[config.mk]
export PLATFORM = sky130hd
export DESIGN_NAME = serial_duplex_engine
export DESIGN_NICKNAME = d
export VERILOG_FILES = /design/src/rtl/serial_duplex_engine.sv
export SDC_FILE = /design/constraint.sdc
export NUM_CORES = 1
export LEC_CHECK = 0
export BUFFER_PORTS_ARGS = -buffer_cell sky130_fd_sc_hd__buf_2
export CORE_UTILIZATION = 57
export DETAILED_ROUTE_END_ITERATION = 8
export PLACE_DENSITY = 0.81
export SYNTH_ARGS = -nofsm -noshare
export SYNTH_HDL_FRONTEND = slang
export SYNTH_SLANG_ARGS = --single-unit
[constraint.sdc]
create_clock -name clk -period 2.8 [get_ports clk]
set_input_delay 0.56 -clock clk [delete_from_list [all_inputs] [get_ports clk]]
set_output_delay 0.56 -clock clk [all_outputs]
set_load 0.02 [all_outputs]
[src/rtl/serial_duplex_engine.sv]
// serial_duplex_engine: parametrised serial shift engine.
// One transaction runs TX only, RX only or full duplex. It uses a
// programmable word width, SCK half-period, bit order and start-qualification
// length. Every output is registered.
module serial_duplex_engine #(
    parameter int unsigned DATA_WIDTH = 32,
    parameter int unsigned CLK_DIV    = 2,
    parameter int unsigned START_HOLD = 3,
    parameter bit          LSB_FIRST  = 1'b0
) (
    input  logic                  clk,
    input  logic                  rst,
    input  logic                  start,
    input  logic [1:0]            mode,
    input  logic [DATA_WIDTH-1:0] transmit_data,
    output logic                  data_tx,
    output logic                  sck_tx,
    input  logic                  data_rx,
    output logic                  sck_rx,
    output logic [DATA_WIDTH-1:0] receive_data,
    output logic                  latch_flag,
    output logic                  finish,
    output logic                  busy
);

    localparam int unsigned PW = $clog2(2 * CLK_DIV);
    localparam int unsigned BW = $clog2(DATA_WIDTH);
    localparam int unsigned QW = $clog2(START_HOLD + 1);

    localparam logic [PW-1:0] PH_RISE  = PW'(CLK_DIV - 1);
    localparam logic [PW-1:0] PH_LAST  = PW'(2 * CLK_DIV - 1);
    localparam logic [BW-1:0] BIT_LAST = BW'(DATA_WIDTH - 1);
    localparam logic [QW-1:0] Q_LAST   = QW'(START_HOLD - 1);

    localparam logic [1:0] MODE_TX   = 2'b00;
    localparam logic [1:0] MODE_RX   = 2'b01;
    localparam logic [1:0] MODE_RSVD = 2'b11;

    typedef enum logic [1:0] {
        S_IDLE,
        S_SHIFT,
        S_DONE
    } state_e;

    state_e                state_q;
    logic [QW-1:0]         qcnt_q;
    logic                  armed_q;
    logic [PW-1:0]         phase_q;
    logic [BW-1:0]         bit_q;
    logic [1:0]            mode_q;
    logic [DATA_WIDTH-1:0] tx_q;
    logic [DATA_WIDTH-1:0] rx_q;
    logic [DATA_WIDTH-1:0] rx_word_q;
    logic                  data_tx_q;
    logic                  sck_tx_q;
    logic                  sck_rx_q;
    logic                  latch_q;
    logic                  finish_q;
    logic                  busy_q;

    logic [DATA_WIDTH-1:0] tx_shift_d;
    logic [DATA_WIDTH-1:0] rx_shift_d;
    logic                  first_bit_d;
    logic                  next_bit_d;

    // Bit-order dependent shift paths and the bit presented on data_tx
    always_comb begin
        if (LSB_FIRST) begin
            tx_shift_d  = tx_q >> 1;
            rx_shift_d  = {data_rx, rx_q[DATA_WIDTH-1:1]};
            first_bit_d = transmit_data[0];
            next_bit_d  = tx_shift_d[0];
        end else begin
            tx_shift_d  = tx_q << 1;
            rx_shift_d  = {rx_q[DATA_WIDTH-2:0], data_rx};
            first_bit_d = transmit_data[DATA_WIDTH-1];
            next_bit_d  = tx_shift_d[DATA_WIDTH-1];
        end
    end

    // Control FSM: start qualification, bit/phase timing, registered outputs
    always_ff @(posedge clk) begin
        if (rst) begin
            state_q   <= S_IDLE;
            qcnt_q    <= '0;
            armed_q   <= 1'b1;
            phase_q   <= '0;
            bit_q     <= '0;
            mode_q    <= '0;
            tx_q      <= '0;
            rx_q      <= '0;
            rx_word_q <= '0;
            data_tx_q <= 1'b0;
            sck_tx_q  <= 1'b0;
            sck_rx_q  <= 1'b0;
            latch_q   <= 1'b0;
            finish_q  <= 1'b0;
            busy_q    <= 1'b0;
        end else begin
            latch_q  <= 1'b0;
            finish_q <= 1'b0;
            case (state_q)
                S_IDLE: begin
                    if (!start) begin
                        qcnt_q  <= '0;
                        armed_q <= 1'b1;
                    end else if (armed_q) begin
                        if (qcnt_q == Q_LAST) begin
                            // Qualified request: consumes the arm whether or not it starts
                            qcnt_q  <= '0;
                            armed_q <= 1'b0;
                            if (mode != MODE_RSVD) begin
                                state_q   <= S_SHIFT;
                                mode_q    <= mode;
                                tx_q      <= transmit_data;
                                rx_q      <= '0;
                                phase_q   <= '0;
                                bit_q     <= '0;
                                latch_q   <= 1'b1;
                                busy_q    <= 1'b1;
                                data_tx_q <= (mode != MODE_RX) ? first_bit_d : 1'b0;
                            end
                        end else begin
                            qcnt_q <= qcnt_q + 1'b1;
                        end
                    end
                end

                S_SHIFT: begin
                    if (phase_q == PH_RISE) begin
                        sck_tx_q <= (mode_q != MODE_RX);
                        sck_rx_q <= (mode_q != MODE_TX);
                        if (mode_q != MODE_TX) begin
                            rx_q <= rx_shift_d;
                        end
                    end
                    if (phase_q == PH_LAST) begin
                        phase_q  <= '0;
                        sck_tx_q <= 1'b0;
                        sck_rx_q <= 1'b0;
                        if (bit_q == BIT_LAST) begin
                            state_q   <= S_DONE;
                            data_tx_q <= 1'b0;
                            finish_q  <= 1'b1;
                            if (mode_q != MODE_TX) begin
                                rx_word_q <= rx_q;
                            end
                        end else begin
                            bit_q     <= bit_q + 1'b1;
                            tx_q      <= tx_shift_d;
                            data_tx_q <= (mode_q != MODE_RX) ? next_bit_d : 1'b0;
                        end
                    end else begin
                        phase_q <= phase_q + 1'b1;
                    end
                end

                S_DONE: begin
                    state_q <= S_IDLE;
                    busy_q  <= 1'b0;
                end

                default: begin
                    state_q <= S_IDLE;
                end
            endcase
        end
    end

    assign data_tx      = data_tx_q;
    assign sck_tx       = sck_tx_q;
    assign sck_rx       = sck_rx_q;
    assign receive_data = rx_word_q;
    assign latch_flag   = latch_q;
    assign finish       = finish_q;
    assign busy         = busy_q;

endmodule

# Yosys cells after proc, flatten, opt, wreduce, memory -nomap -nowiden

Index checks and enable logic that the tools add are counted.
W data, S select, Z words.

Output and inout port bits: 38
Flip-flop bits (word level): 115

Reduce and logical (&&, ||, !) cells: 17
Add/subtract/negate cells: 3
Equal/unequal tests: 19
Muxes and demuxes: 60
Bitwise logic cells: 6

Operators with widths:

| cell                  | number |
|---|---|
| $mux W32              | 6 |
| $mux W31              | 6 |
| $pmux W32 S2          | 1 |
| $pmux W31 S2          | 1 |
| $mux W5               | 6 |
| $mux W2               | 14 |
| $mux W1               | 21 |
| $ne A2 B2 Y1 const B  | 10 |
| $reduce_and A5 Y1     | 3 |
| $reduce_and A7 Y1     | 2 |
| $reduce_and A6 Y1     | 2 |
| $pmux W5 S2           | 1 |
| $pmux W2 S2           | 2 |
| $reduce_bool A2 Y1    | 4 |
| $eq A2 B2 Y1 const B  | 3 |
| $ne A2 B1 Y1 const B  | 3 |
| $not A1 Y1            | 6 |
| $add A5 B1 Y5 const B | 1 |
| $eq A5 B5 Y1 const B  | 1 |
| $reduce_or A5 Y1      | 1 |
| $add A2 B1 Y2 const B | 2 |
| $eq A2 B1 Y1 const B  | 2 |
| $pmux W1 S2           | 2 |
| $reduce_and A2 Y1     | 2 |
| other kinds (3)       | 3 |

# Depth between registers and ports, before layout

Gate-level depths: netlist (run 1).

Word-level depth: 7
Gate-level depth with buffers: 9
Depth with buffers taken out: 7

# Worst setup path before layout (run 1)

Ideal clock, no wire load.

Kind: flip-flop to flip-flop
From: register bit_q[0]
To: register tx_q[10]
Stages on the path, launching flop included: 9
Arrival time: 1766 ps
Slack: 944 ps
Buffers on the path: 1
Clock period less this slack: 1856 ps
Cell sequence: dfxtp_1 ha_1 and3_1 ha_1 nand4bb_1 o21ai_4 buf_6 nor2_1 a311oi_1

Word-level cells in the longest chain between the ends: 3

RTL lines:

| item                               | line | text |
|---|---|---|
| from (decl)                        | 49   | `logic [BW-1:0] bit_q;` |
| from (signal assigned)             | 149  | `bit_q <= bit_q + 1'b1;` |
| $eq A5 B5 Y1                       | 141  | `if (bit_q == BIT_LAST) begin` |
| $ne A2 B2 Y1 (no source line)      | --   |  |
| $reduce_and A7 Y1 (no source line) | --   |  |
| to (signal assigned)               | 115  | `tx_q <= transmit_data;` |
| to (signal assigned)               | 150  | `tx_q <= tx_shift_d;` |
| to (decl)                          | 51   | `logic [DATA_WIDTH-1:0] tx_q;` |

No other way between the ends.
A chain may end at the register's enable or synchronous reset.

# Final worst setup path (run 1)

Ends and elaborated chain as after synthesis.

==> results of run 1 <==
-- tightest hold or removal path, delay by kind of cell --
kind / cells / cell delay [ns]
and+or+nand+nor: 1 / 0.04
AOI/OAI and AO/OA: 1 / 0.08
buffers and inverters: 1 / 0.10
-- path summary, 6_finish.rpt --
| check | end | slack [ns] | cells after the start | start |
|---|---|---|---|---|
| min | tx_q[5] | 0.31 | 3 | transmit_data[5] |
| max reg2reg | tx_q[10] | 0.42 | 8 | bit_q[0] |
| max | tx_q[10] | 0.42 | 8 | bit_q[0] |
| min reg2reg | receive_data[30] | 0.45 | 2 | receive_data[30] |
-- cell usage in the layout (no fill, tap or decap), types with 3 or more instances in the layout --
cell type	n
sky130_fd_sc_hd__buf_12	3
sky130_fd_sc_hd__nand3_1	38
sky130_fd_sc_hd__nor3_1	3
sky130_fd_sc_hd__ha_1	5
sky130_fd_sc_hd__a21oi_1	81
sky130_fd_sc_hd__nand2b_1	3
sky130_fd_sc_hd__clkinv_4	6
sky130_fd_sc_hd__clkbuf_16	16
sky130_fd_sc_hd__o21ai_0	7
sky130_fd_sc_hd__nand2_1	167
sky130_fd_sc_hd__buf_4	5
sky130_fd_sc_hd__a311oi_1	31
sky130_fd_sc_hd__dfxtp_1	115
sky130_fd_sc_hd__nor2_1	41
sky130_fd_sc_hd__buf_2	74
-- sequential cells by signal, indices dropped and copies added, names as in the netlist --
signal and count:
state_q 2, data_tx 1, receive_data 32, sck_tx 1
tx_q 31, busy 1, mode_q 2, rx_q 32
latch_flag 1, phase_q 2, finish 1, bit_q 5
sck_rx 1, armed_q 1, qcnt_q 2
-- kinds of logic (layout without fill, tap and decap cells) --
| logic type | Yosys count | after routing | share of synthesized area [%] |
|---|---|---|---|
| compound gates | 128 | 128 | 17.6 |
| fa+ha+maj | 5 | 5 | 1.38 |
| flops | 115 | 115 | 50.7 |
| mux | 1 | 1 | 0.220 |
| buf+inv | 50 | 116 | 4.98 |
| simple gates | 270 | 270 | 25.2 |
-- routing by layer --
metal | GRT usage, % | up-vias | part of all wire [%]
met3 | 6.62 | 28 | 5.7
met4 | 12.8 | 0 | 2.4
met2 | 44.1 | 139 | 48
met5 | 0 | - | 0
li1 | - | 2057 | -
met1 | 33.3 | 1913 | 44
-- area by class of cell --
class | instances | area share (%)
Timing Repair Buffer | 82 | 8.49
Sequential cell | 115 | 41.8
Clock inverter | 14 | 2.81
Inverter | 2 | 0.136
Clock buffer | 18 | 7.76
Multi-Input combinational cell | 404 | 36.7
Tap cell | 102 | 2.32
-- where the power goes --
group          internal, mW  leakage [nW]  switching, mW
clock network          1.30         0.282          0.784
logic                0.0425         0.855         0.0696
registers              1.65         0.927        0.00697
==> impl_metrics.xml, run 1 <==
<?xml version="1.0" encoding="UTF-8"?>
<metrics>
  <group name="synth">
    <metric name="ys_seq_elements" unit="">115</metric>
    <metric name="post-synth-top-area-fraction" unit="%">50.7</metric>
    <metric name="post_synth_most_frequent_cells" unit="">sky130_fd_sc_hd__nand2_1 (167), sky130_fd_sc_hd__dfxtp_1 (115), sky130_fd_sc_hd__a21oi_1 (81)</metric>
    <metric name="synth_top_cell_by_area" unit="">sky130_fd_sc_hd__dfxtp_1</metric>
    <metric name="netlist_area" unit="um2">4540</metric>
    <metric name="avg_synthesized_cell_area" unit="um2">7.98</metric>
    <metric name="synth-async-reset-ratio" unit="%">0</metric>
    <metric name="synth_area_leaders" unit="">sky130_fd_sc_hd__dfxtp_1 (51%), sky130_fd_sc_hd__nand2_1 (14%), sky130_fd_sc_hd__a21oi_1 (8.9%), sky130_fd_sc_hd__a311oi_1 (6.0%), sky130_fd_sc_hd__nand3_1 (4.2%)</metric>
    <metric name="cell_with_the_most_instances_after_synthesis" unit="">sky130_fd_sc_hd__nand2_1</metric>
    <metric name="portion_of_the_post_synthesis_area_used_by_sequential_elements" unit="%">50.7</metric>
    <metric name="yosys_warnings" unit="">0</metric>
    <metric name="synth_cell_type_count" unit="">36</metric>
    <metric name="synthesis.instances" unit="">569</metric>
    <metric name="synth_enable_flop_cells" unit="">0</metric>
    <metric name="ys_dominant_reg_cell" unit="">sky130_fd_sc_hd__dfxtp_1</metric>
    <metric name="syn_nets" unit="">612</metric>
  </group>
  <group name="layout">
    <metric name="final_design_area_no_fill" unit="um2">5510</metric>
    <metric name="drive_gt1_share" unit="%">18.7</metric>
    <metric name="seq_cell_area" unit="um2">2300</metric>
    <metric name="area_growth" unit="%">21.3</metric>
    <metric name="utilization" unit="%">71.3</metric>
    <metric name="antenna-diode-count" unit="">0</metric>
    <metric name="final_net_count" unit="">665</metric>
    <metric name="finish.cell_count_without_fillers" unit="">737</metric>
    <metric name="multi_input_comb_area" unit="um2">2020</metric>
    <metric name="nFillCells" unit="">617</metric>
  </group>
  <group name="worst_setup_path">
    <metric name="critPathLaunchType" unit="">flop</metric>
    <metric name="path_common_cell" unit="">sky130_fd_sc_hd__ha_1</metric>
    <metric name="cp.arrival" unit="ns">2.78</metric>
    <metric name="cell_class_contributing_the_biggest_share_of_worst_path_delay" unit="">simple AND/OR/NAND/NOR gates</metric>
    <metric name="critical_path.cell_chain" unit="">ha_1 -&gt; and3_1 -&gt; ha_1 -&gt; nand4bb_1 -&gt; o21ai_4 -&gt; buf_12 -&gt; nor2_1 -&gt; a311oi_1</metric>
    <metric name="max_incr_delay_on_cp" unit="ns">0.35</metric>
    <metric name="cpMaxStageDelayCell" unit="">sky130_fd_sc_hd__dfxtp_1</metric>
    <metric name="worstPathBufferInverterCount" unit="">1</metric>
    <metric name="critPathRequiredTime" unit="ns">3.21</metric>
    <metric name="crit_path_max_fanout" unit="">61</metric>
    <metric name="timing_worst_setup_path_type" unit="">flop to flop</metric>
    <metric name="end_kind" unit="">flop</metric>
  </group>
  <group name="timing">
    <metric name="setup-violations-final" unit="">0</metric>
    <metric name="timing.setup.tns" unit="ns">0</metric>
    <metric name="max-slew-margin-rel" unit="%">31.2</metric>
    <metric name="hold_viol" unit="">0</metric>
    <metric name="clock_skew" unit="ns">0.00861</metric>
    <metric name="timing.final.ws_setup" unit="ns">0.425</metric>
    <metric name="max_freq" unit="GHz">0.421</metric>
    <metric name="report.final.slew_viol_count" unit="">0</metric>
    <metric name="rsz0062_at_grt" unit="">no</metric>
    <metric name="max_slew.worst_pin.slew" unit="ns">1.03</metric>
    <metric name="layout_min_cycle_time" unit="ns">2.38</metric>
    <metric name="layout_worst_path_cycle_share" unit="%">84.8</metric>
    <metric name="holdWs" unit="ns">0.310</metric>
  </group>
  <group name="placed_design">
    <metric name="placer_s_final_routability_congestion_estimate" unit="">0.867</metric>
    <metric name="port_buffers" unit="">75</metric>
    <metric name="post_place_setup_slack" unit="ns">0.551</metric>
    <metric name="place_area" unit="um2">4930</metric>
    <metric name="placed_cells_incl_taps" unit="">705</metric>
    <metric name="detailedPlacementHpwl" unit="um">6000</metric>
  </group>
  <group name="routing">
    <metric name="vias" unit="">4137</metric>
    <metric name="totalWireLength" unit="um">10300</metric>
    <metric name="via_per_inst" unit="">5.61</metric>
    <metric name="detail_route.wl_per_cell" unit="um">14.0</metric>
    <metric name="antenna_violating_nets_post_route" unit="">0</metric>
    <metric name="drc" unit="">0</metric>
    <metric name="firstDrtPassIters" unit="">5</metric>
    <metric name="drt-initial-drc-count" unit="">237</metric>
  </group>
  <group name="run">
    <metric name="timing.max_cap.violations" unit="">0</metric>
  </group>
  <group name="clocking">
    <metric name="cts.repair.resized" unit="">0</metric>
    <metric name="reg_clk_slew_reported_paths" unit="ns">0.06</metric>
    <metric name="cts-htree-levels" unit="">4</metric>
    <metric name="cts_buffer_depth" unit="">2</metric>
    <metric name="cts_num_sinks" unit="">115</metric>
    <metric name="clock_root_buffer" unit="">sky130_fd_sc_hd__clkbuf_8</metric>
    <metric name="holdBufCountCts" unit="">0</metric>
    <metric name="tritoncts" unit="">built</metric>
    <metric name="total_clock_buffers_created_by_cts" unit="">17</metric>
    <metric name="worst_skew_pair.late_latency" unit="ns">0.52</metric>
    <metric name="post-cts-setup-buffer-count" unit="">0</metric>
  </group>
  <group name="floorplan">
    <metric name="rows" unit="">32</metric>
    <metric name="initial_standard_cell_utilization_of_the_core" unit="%">58.8</metric>
    <metric name="core_area" unit="um2">7730</metric>
    <metric name="die_width" unit="um">91.3</metric>
    <metric name="top_level_ports" unit="">76</metric>
    <metric name="fp.dieH" unit="um">91.3</metric>
    <metric name="die_area" unit="um2">8330</metric>
  </group>
  <group name="global_route">
    <metric name="maximum_number_of_pins_on_one_net_before_global_route_repair" unit="">62</metric>
    <metric name="gr-total-overflow" unit="">0</metric>
    <metric name="grt_pass1_wl" unit="um">17800</metric>
    <metric name="vias_in_the_first_global_route" unit="">3940</metric>
    <metric name="antenna_found_initial" unit="">0</metric>
    <metric name="grt_usage" unit="%">26.9</metric>
  </group>
  <group name="min_path">
    <metric name="min_path_type" unit="">input port to flop</metric>
  </group>
  <group name="outcome">
    <metric name="status" unit="">complete, no violations</metric>
  </group>
  <group name="power_and_ir_drop">
    <metric name="ir_worst_vdd" unit="mV">0.400</metric>
    <metric name="power_per_cell_area" unit="nW/um2">698</metric>
    <metric name="p_total" unit="mW">3.85</metric>
    <metric name="leakagePower" unit="nW">2.06</metric>
  </group>
</metrics>
Note: power is estimated with default switching activity, not from simulation.
==> inputs of run 2 (changes only) <==
--- a/config.mk
+++ b/config.mk
@@ -6,9 +6,9 @@
 export NUM_CORES = 1
 export LEC_CHECK = 0
 export BUFFER_PORTS_ARGS = -buffer_cell sky130_fd_sc_hd__buf_2
-export CORE_UTILIZATION = 57
+export CORE_UTILIZATION = 55
 export DETAILED_ROUTE_END_ITERATION = 8
-export PLACE_DENSITY = 0.81
+export PLACE_DENSITY = 0.78
 export SYNTH_ARGS = -nofsm -noshare
 export SYNTH_HDL_FRONTEND = slang
 export SYNTH_SLANG_ARGS = --single-unit
==> constraint.sdc (replaced) <==
create_clock -name clk -period 2.2 [get_ports clk]
set_input_delay 0.44 -clock clk [delete_from_list [all_inputs] [get_ports clk]]
set_output_delay 0.44 -clock clk [all_outputs]
set_load 0.02 [all_outputs]
==> impl_metrics.xml, run 2 (same netlist as run 1, synthesis figures left out) <==
<?xml version="1.0" encoding="UTF-8"?>
<metrics>
  <group name="timing">
    <metric name="layout_worst_path_cycle_share" unit="%">94.4</metric>
    <metric name="clock_skew" unit="ns">0.00949</metric>
    <metric name="setup-violations-final" unit="">0</metric>
    <metric name="hold_viol" unit="">0</metric>
    <metric name="max-slew-margin-rel" unit="%">54.7</metric>
    <metric name="timing.final.ws_setup" unit="ns">0.123</metric>
    <metric name="timing.setup.tns" unit="ns">0</metric>
    <metric name="max_freq" unit="GHz">0.481</metric>
    <metric name="layout_min_cycle_time" unit="ns">2.08</metric>
    <metric name="holdWs" unit="ns">0.183</metric>
    <metric name="report.final.slew_viol_count" unit="">0</metric>
    <metric name="max_slew.worst_pin.slew" unit="ns">0.679</metric>
  </group>
  <group name="placed_design">
    <metric name="post_place_setup_slack" unit="ns">0.0583</metric>
    <metric name="placer_s_final_routability_congestion_estimate" unit="">0.835</metric>
    <metric name="port_buffers" unit="">75</metric>
    <metric name="detailedPlacementHpwl" unit="um">6330</metric>
  </group>
  <group name="worst_setup_path">
    <metric name="cp.arrival" unit="ns">2.49</metric>
    <metric name="critPathLaunchType" unit="">flop</metric>
    <metric name="end_kind" unit="">flop</metric>
    <metric name="timing_worst_setup_path_type" unit="">flop to flop</metric>
    <metric name="crit_path_max_fanout" unit="">13</metric>
    <metric name="critPathRequiredTime" unit="ns">2.61</metric>
  </group>
  <group name="routing">
    <metric name="via_per_inst" unit="">5.70</metric>
    <metric name="drc" unit="">0</metric>
    <metric name="totalWireLength" unit="um">11000</metric>
    <metric name="detail_route.wl_per_cell" unit="um">14.6</metric>
    <metric name="antenna_violating_nets_post_route" unit="">0</metric>
    <metric name="drt-initial-drc-count" unit="">313</metric>
    <metric name="vias" unit="">4269</metric>
    <metric name="firstDrtPassIters" unit="">5</metric>
  </group>
  <group name="global_route">
    <metric name="antenna_found_initial" unit="">0</metric>
    <metric name="gr-total-overflow" unit="">0</metric>
    <metric name="vias_in_the_first_global_route" unit="">3959</metric>
    <metric name="maximum_number_of_pins_on_one_net_before_global_route_repair" unit="">60</metric>
    <metric name="grt_usage" unit="%">25.6</metric>
    <metric name="grt_pass1_wl" unit="um">17600</metric>
  </group>
  <group name="floorplan">
    <metric name="initial_standard_cell_utilization_of_the_core" unit="%">57.9</metric>
    <metric name="top_level_ports" unit="">76</metric>
    <metric name="die_width" unit="um">92.9</metric>
    <metric name="die_area" unit="um2">8630</metric>
    <metric name="fp.dieH" unit="um">92.9</metric>
    <metric name="core_area" unit="um2">7850</metric>
    <metric name="rows" unit="">32</metric>
  </group>
  <group name="layout">
    <metric name="final_net_count" unit="">678</metric>
    <metric name="area_growth" unit="%">25.7</metric>
    <metric name="final_cell_mix" unit="">sky130_fd_sc_hd__nand2_1 (167), sky130_fd_sc_hd__dfxtp_1 (115), sky130_fd_sc_hd__a21oi_1 (81)</metric>
    <metric name="antenna-diode-count" unit="">0</metric>
    <metric name="seq_cell_area" unit="um2">2300</metric>
    <metric name="most_common_cell_after_layout_fill_and_taps_aside" unit="">sky130_fd_sc_hd__nand2_1</metric>
    <metric name="nFillCells" unit="">606</metric>
    <metric name="multi_input_comb_area" unit="um2">2050</metric>
    <metric name="drive_gt1_share" unit="%">20.6</metric>
  </group>
  <group name="power_and_ir_drop">
    <metric name="p_total" unit="mW">4.95</metric>
    <metric name="leakagePower" unit="nW">2.14</metric>
    <metric name="ir_worst_vdd" unit="mV">0.574</metric>
    <metric name="power_per_cell_area" unit="nW/um2">866</metric>
  </group>
  <group name="clocking">
    <metric name="cts-htree-levels" unit="">4</metric>
    <metric name="cts_buffer_depth" unit="">2</metric>
    <metric name="clock_root_buffer" unit="">sky130_fd_sc_hd__clkbuf_8</metric>
    <metric name="total_clock_buffers_created_by_cts" unit="">17</metric>
    <metric name="worst_skew_pair.late_latency" unit="ns">0.52</metric>
    <metric name="holdBufCountCts" unit="">0</metric>
    <metric name="reg_clk_slew_reported_paths" unit="ns">0.06</metric>
    <metric name="tritoncts" unit="">built</metric>
    <metric name="cts_num_sinks" unit="">115</metric>
  </group>
  <group name="run">
    <metric name="timing.max_cap.violations" unit="">0</metric>
  </group>
  <group name="min_path">
    <metric name="min_path_type" unit="">input port to flop</metric>
  </group>
  <group name="outcome">
    <metric name="status" unit="">complete, no violations</metric>
  </group>
</metrics>
==> run 2: layout make-up <==
type / instances / share of cell area, %
Sequential cell: 115 / 40.3
Multi-Input combinational cell: 404 / 36.0
Timing Repair Buffer: 95 / 11.2
Clock buffer: 18 / 7.32
Clock inverter: 13 / 2.80
Tap cell: 102 / 2.23
Inverter: 2 / 0.131
==> run 2: power breakdown <==
| part | leakage [nW] | total, mW | switching, mW | internal, mW |
|---|---|---|---|---|
| Clock | 0.269 | 2.69 | 0.971 | 1.71 |
| Combinational | 0.948 | 0.157 | 0.0936 | 0.0638 |
| Sequential | 0.927 | 2.10 | 0.00903 | 2.10 |
==> run 2: timing repair <==
item	in CTS	in global routing
resized for setup	0	5
setup buffers	0	4
endpoints found under the setup margin	0	27
hold endpoints to repair	0	0
==> run 2: metrics by stage <==
stage | area (um2) | util [%] | instances
floorplan | 4540 | - | 569
global placement | 5020 | 64.0 | 712
detailed placement | 5020 | 64.0 | 712
CTS | 5600 | 71.3 | 743
global route | 5710 | 72.8 | 749
finish | 5710 | 72.8 | 749
==> run 2: final timing paths <==
kind	slack (ns)	cells past startpoint	from	endpoint
max reg2reg	0.12	8	bit_q[0]	tx_q[29]
max	0.12	8	bit_q[0]	tx_q[29]
min reg2reg	0.45	2	receive_data[17]	receive_data[17]
min	0.18	3	transmit_data[6]	tx_q[6]
==> run 2: critical path: stages (launching register included) <==
cell,delay (ns)
sky130_fd_sc_hd__dfxtp_1,0.35
sky130_fd_sc_hd__ha_1,0.23
sky130_fd_sc_hd__and3_1,0.20
sky130_fd_sc_hd__ha_1,0.23
sky130_fd_sc_hd__nand4bb_4,0.28
sky130_fd_sc_hd__o21ai_4,0.17
sky130_fd_sc_hd__buf_12,0.18
sky130_fd_sc_hd__nor2_1,0.05
sky130_fd_sc_hd__a311oi_1,0.28
==> run 2: per-layer routing <==
metal | up-vias | routed length (um) | track usage (%)
met5 | - | 0 | 0
met4 | 0 | 144 | 9.36
met3 | 14 | 631 | 5.91
met2 | 144 | 5400 | 43.7
met1 | 2034 | 4790 | 31.4
li1 | 2077 | - | -
